[config.mk]
export PLATFORM = sky130hd
export DESIGN_NAME = uart_rx_unit
export DESIGN_NICKNAME = d
export VERILOG_FILES = /design/src/rtl/uart_rx_unit.sv
export SDC_FILE = /design/constraint.sdc
export NUM_CORES = 1
export LEC_CHECK = 0
export ABC_CLOCK_PERIOD_IN_PS = 5100
export CORE_UTILIZATION = 40
export CTS_BUF_LIST = sky130_fd_sc_hd__clkbuf_4 sky130_fd_sc_hd__clkbuf_8 sky130_fd_sc_hd__clkbuf_16
export CTS_CLUSTER_DIAMETER = 30
export DETAILED_ROUTE_END_ITERATION = 8
export GPL_TIMING_DRIVEN = 1
export PLACE_DENSITY = 0.63
export SLEW_MARGIN = 40
export SYNTH_ARGS = -nofsm -noshare
export SYNTH_HDL_FRONTEND = slang
export SYNTH_SLANG_ARGS = --single-unit
[constraint.sdc]
create_clock -name clk_i -period 5.1 [get_ports clk_i]
set_input_delay 1.275 -clock clk_i [delete_from_list [all_inputs] [get_ports clk_i]]
set_output_delay 1.275 -clock clk_i [all_outputs]
set_load 0.03 [all_outputs]
[src/rtl/uart_rx_unit.sv]
// Oversampling UART receiver: 2-FF synchronized rxd, majority-of-three bit decision
// on the ce_i tick grid, ready/read handshake with sticky framing/parity/overrun flags.
module uart_rx_unit #(
    parameter int OVS       = 16,
    parameter int DATA_BITS = 8,
    parameter int PARITY    = 0
) (
    input  logic                 clk_i,
    input  logic                 reset_n_i,
    input  logic                 ce_i,
    input  logic                 rxd_i,
    input  logic                 rd_i,
    output logic [DATA_BITS-1:0] data_o,
    output logic                 ready_o,
    output logic                 ferr_o,
    output logic                 perr_o,
    output logic                 oerr_o,
    output logic                 busy_o
);

    localparam int CW = $clog2(OVS);
    localparam int NW = $clog2(DATA_BITS);
    localparam logic [CW-1:0] C_S0   = CW'(OVS/2 - 1);
    localparam logic [CW-1:0] C_S1   = CW'(OVS/2);
    localparam logic [CW-1:0] C_DEC  = CW'(OVS/2 + 1);
    localparam logic [CW-1:0] C_WRAP = CW'(OVS - 1);
    localparam logic [NW-1:0] N_LAST = NW'(DATA_BITS - 1);

    typedef enum logic [2:0] {
        S_IDLE,
        S_START,
        S_DATA,
        S_PARITY,
        S_STOP,
        S_BREAK
    } state_t;

    state_t                 state_reg;
    logic                   rxd_meta_reg;
    logic                   rxs_reg;
    logic [CW-1:0]          cnt_reg;
    logic [NW-1:0]          nbit_reg;
    logic [DATA_BITS-1:0]   shift_reg;
    logic                   smp0_reg;
    logic                   smp1_reg;
    logic                   perr_frame_reg;

    logic                   majority;
    logic                   at_dec;
    logic                   at_wrap;
    logic [CW-1:0]          cnt_next;
    logic                   par_exp;
    logic                   complete;

    assign majority = (smp0_reg & smp1_reg) | (smp0_reg & rxs_reg) | (smp1_reg & rxs_reg);
    assign at_dec   = (cnt_reg == C_DEC);
    assign at_wrap  = (cnt_reg == C_WRAP);
    assign cnt_next = at_wrap ? '0 : cnt_reg + CW'(1);
    // Odd parity expects the complement of the data XOR
    assign par_exp  = (^shift_reg) ^ (PARITY == 1);
    assign complete = ce_i && (state_reg == S_STOP) && at_dec;
    assign busy_o   = (state_reg != S_IDLE);

    always_ff @(posedge clk_i or negedge reset_n_i) begin
        if (!reset_n_i) begin
            rxd_meta_reg <= 1'b1;
            rxs_reg      <= 1'b1;
        end else begin
            rxd_meta_reg <= rxd_i;
            rxs_reg      <= rxd_meta_reg;
        end
    end

    always_ff @(posedge clk_i or negedge reset_n_i) begin
        if (!reset_n_i) begin
            state_reg      <= S_IDLE;
            cnt_reg        <= '0;
            nbit_reg       <= '0;
            shift_reg      <= '0;
            smp0_reg       <= 1'b1;
            smp1_reg       <= 1'b1;
            perr_frame_reg <= 1'b0;
            data_o         <= '0;
            ready_o        <= 1'b0;
            ferr_o         <= 1'b0;
            perr_o         <= 1'b0;
            oerr_o         <= 1'b0;
        end else begin
            if (ce_i) begin
                if (cnt_reg == C_S0) smp0_reg <= rxs_reg;
                if (cnt_reg == C_S1) smp1_reg <= rxs_reg;
                case (state_reg)
                    S_IDLE: begin
                        if (!rxs_reg) begin
                            state_reg      <= S_START;
                            cnt_reg        <= CW'(1);
                            perr_frame_reg <= 1'b0;
                        end
                    end
                    S_START: begin
                        cnt_reg <= cnt_next;
                        if (at_dec && majority) begin
                            state_reg <= S_IDLE;
                            cnt_reg   <= '0;
                        end else if (at_wrap) begin
                            state_reg <= S_DATA;
                            nbit_reg  <= '0;
                        end
                    end
                    S_DATA: begin
                        cnt_reg <= cnt_next;
                        if (at_dec) shift_reg <= {majority, shift_reg[DATA_BITS-1:1]};
                        if (at_wrap) begin
                            if (nbit_reg == N_LAST)
                                state_reg <= (PARITY != 0) ? S_PARITY : S_STOP;
                            else
                                nbit_reg <= nbit_reg + NW'(1);
                        end
                    end
                    S_PARITY: begin
                        cnt_reg <= cnt_next;
                        if (at_dec) perr_frame_reg <= majority ^ par_exp;
                        if (at_wrap) state_reg <= S_STOP;
                    end
                    S_STOP: begin
                        cnt_reg <= cnt_next;
                        // Decide at mid-stop so the next start edge can be caught early
                        if (at_dec) begin
                            cnt_reg   <= '0;
                            state_reg <= majority ? S_IDLE : S_BREAK;
                        end
                    end
                    S_BREAK: begin
                        if (rxs_reg) state_reg <= S_IDLE;
                    end
                    default: state_reg <= S_IDLE;
                endcase
            end

            // A completion coinciding with rd_i replaces the old flags outright
            if (complete) begin
                data_o  <= shift_reg;
                ready_o <= 1'b1;
                if (rd_i) begin
                    ferr_o <= ~majority;
                    perr_o <= perr_frame_reg;
                    oerr_o <= 1'b0;
                end else begin
                    ferr_o <= ferr_o | ~majority;
                    perr_o <= perr_o | perr_frame_reg;
                    oerr_o <= oerr_o | ready_o;
                end
            end else if (rd_i) begin
                ready_o <= 1'b0;
                ferr_o  <= 1'b0;
                perr_o  <= 1'b0;
                oerr_o  <= 1'b0;
            end
        end
    end

endmodule

==> flow_summary_export.csv <==
group,metric,value,unit
setup_path,critPathMaxFanout,15,
power,p_clk_share,33.9,%
timing,finalCritPeriodShare,62.6,%
setup_path,crit_required,3830,ps
cts,cts_buffers,5,
setup_path,worst-path-stages,2,
setup_path,crit-reg2reg-launch,"state_reg[1]",
synthesis,synth_seq_area_share,48.1,%
hold_path,holdCritPathClass,"reg2reg",
global_route,met2_usage,25.7,%
power,p_sw,273,uW
timing,fin_skew,8.49,ps
routing,vias_per_cell,5.68,
global_route,grt_pass1_vias,1284,
timing,finalHoldViolCount,0,
synthesis,ys_types,47,
global_route,groute.usage.overall,16.1,%
global_route,antenna_found_initial,0,
routing,wl_per_cell,15.6,um
synthesis,ys_warn_count,0,
setup_path,cp_slowest_stage_delay,610,ps
finish,fin_nets,184,
setup_path,endpoint,"busy_o",
cts,clk_pin_slew,70,ps
cts,cts_setup_buffers,0,
place,place.gp.congestion,0.831,
cts,cts_resized,0,
synthesis,synth_top_area_share,42.3,%
floorplan,initial_core_util,41.8,%
place,pre_cts_slack,2000,ps
cts,insertion_delay,290,ps
setup_path,start_kind,"flop",
synthesis,synthCells,158,
synthesis,synth_seq_cells,35,
finish,area_growth,17.5,%
routing,drc,0,
floorplan,core.rowCount,24,
setup_path,cpLargestDelayFamily,"buffers and inverters",
routing,drtIter0Drc,79,
cts,holdBufCountCts,0,
timing,rsz0062_at_grt,"no",
global_route,use_met3,4.80,%
hold_path,whs_path_depth,0,
outcome,outcome,"completed",
synthesis,ys.flop_type,"dfrtp_1",
global_route,grt_pass1_wl,6130,um
global_route,use_met1,20.9,%
synthesis,ys_top_cells_by_area,"dfrtp_1 (42%), mux2_2 (10%), dfstp_2 (5.7%), ha_1 (3.4%), o41ai_1 (2.9%)",
finish,most-common-layout-cells,"dfrtp_1 (31), mux2_2 (17), clkdlybuf4s50_1 (17)",
finish,layout-drive-gt1-share,22.9,%
power,power_density,411,nW/um^2
setup_path,crit_start,"state_reg[2]",
synthesis,yosysTopAreaCell,"dfrtp_1",
cts,cts_buffer_depth,2,
floorplan,ios,18,
finish,stdcell_area,2150,um^2
place,post-dp-hpwl,2490,um
place,numPortBuffers,17,
timing,finalCriticalPeriod,3190,ps
timing,slew_violations,0,
timing,fmax,0.313,GHz
run,drv_cap,0,
timing,setup_violations,0,
global_route,grt-busiest-layer,"met2",
routing,vias,1289,
floorplan,die_x,69.7,um
cts,clockRootBuffer,"clkbuf_8",
finish,antenna_cells,0,
synthesis,syn_avg_cell_area,11.6,um^2
setup_path,r2r_slack,2990,ps
power,pwr-share-seq,41.5,%
power,swShare,30.8,%
floorplan,die_area,4860,um^2
timing,max-slew-margin-rel,70.6,%
timing,setup-tns-final,0,ps
power,p_leak,0.000995,uW
timing,hold_slack,358,ps
cts,clock_sinks,35,
power,ir_worst_vdd,166,uV
power,p_comb_share,24.6,%
floorplan,core-area,4380,um^2
setup_path,rr_endpoint,"shift_reg[7]",
timing,worst_pin_slew,436,ps
setup_path,critPathSlowestCell,"clkdlybuf4s50_1",
setup_path,r2r_cells,4,
finish,final_common_cell,"dfrtp_1",
power,internal_power,613,uW
setup_path,endpoint_kind,"primary output",
cts,h-tree-depth,2,
global_route,grt_max_degree,36,
finish,fillers,400,
synthesis,postSynth.asyncResetShare,100,%
setup_path,path_cells,"or3_4, clkdlybuf4s50_1",
place,dpl_cell_area,2020,um^2
routing,drt_pre_antenna_iters,4,
cts,cts_tree,"done",
synthesis,synth_edf_count,0,
setup_path,worstSetupPathType,"reg2out",
setup_path,crit_buf_inv,1,
setup_path,cp.arrival,1920,ps
routing,finalWirelength,3530,um
synthesis,synth_nets,168,
timing,worst_slack,1910,ps
power,finalPower,886,uW
global_route,gr-total-overflow,0,
synthesis,synth_area,1830,um^2
routing,detail-route-antenna-nets,0,
floorplan,die_y,69.7,um
==> metal layers <==
| layer | up-vias | part of all wire [%] |
|---|---|---|
| met5 | - | 0 |
| met4 | 0 | 1.1 |
| met3 | 5 | 4.3 |
| met2 | 39 | 47 |
| met1 | 637 | 48 |
| li1 | 608 | - |
==> worst min path at each step <==
stage | from | end | slack [ps]
CTS | rxd_meta_reg | rxs_reg | 360
floorplan | rxd_meta_reg | rxs_reg | 350
global placement | rxd_meta_reg | rxs_reg | 350
global route | rxd_meta_reg | rxs_reg | 370
detailed placement | rxd_meta_reg | rxs_reg | 350
finish | rxd_meta_reg | rxs_reg | 360
==> power by group through the flow <==
stage / clock network, uW / registers [uW] / logic, uW
2_1_floorplan: 0 / 339 / 204
3_3_place_gp: 0 / 368 / 210
3_5_place_dp: 0 / 372 / 217
4_1_cts: 307 / 367 / 219
5_1_grt: 323 / 376 / 245
6_report: 300 / 367 / 218
==> metrics by stage <==
stage	std cells	util (%)
floorplan	158	-
global placement	219	46.0
detailed placement	219	46.0
CTS	227	49.1
global route	227	49.1
finish	227	49.1
==> layout make-up <==
class | count | area [um^2] | share of cell area, %
clock inverter | 2 | 60.1 | 2.79
tap | 52 | 65.1 | 3.02
timing repair buffer | 18 | 178 | 8.25
clock buffer | 6 | 76.3 | 3.54
multi-input combinational | 103 | 852 | 39.6
inverter | 11 | 41.3 | 1.92
sequential | 35 | 881 | 40.9
==> cells by family after synthesis <==
| logic type | share of synthesized area, % |
|---|---|
| DFF | 48.1 |
| xor gates and xnor gates | 4.10 |
| buffers and inverters | 5.46 |
| adders and majority gates | 4.03 |
| and+or+nand+nor | 13.5 |
| muxes | 11.5 |
| AOI/OAI and AO/OA | 13.3 |
==> synthesized netlist by cell type, types with 2 or more instances <==
| library cell | number |
|---|---|
| a21oi_1 | 3 |
| a311oi_1 | 3 |
| a32o_1 | 2 |
| and3_1 | 2 |
| buf_2 | 5 |
| buf_4 | 3 |
| dfrtp_1 | 31 |
| dfstp_2 | 4 |
| ha_1 | 5 |
| inv_1 | 11 |
| mux2_2 | 17 |
| mux2i_1 | 2 |
| nand2_1 | 9 |
| nand3_1 | 4 |
| nand4_1 | 2 |
| nor2_1 | 5 |
| nor3_1 | 2 |
| o21ai_0 | 7 |
| o22ai_1 | 2 |
| o41ai_1 | 6 |
| or2b_1 | 2 |
| xnor2_1 | 6 |
==> worst register-to-register path, delay by kind of cell (launching register included) <==
kind,cells,cell delay [ps]
flops,1,580
mux,1,390
simple gates,3,1020
Power figures use the tool's default switching activity.
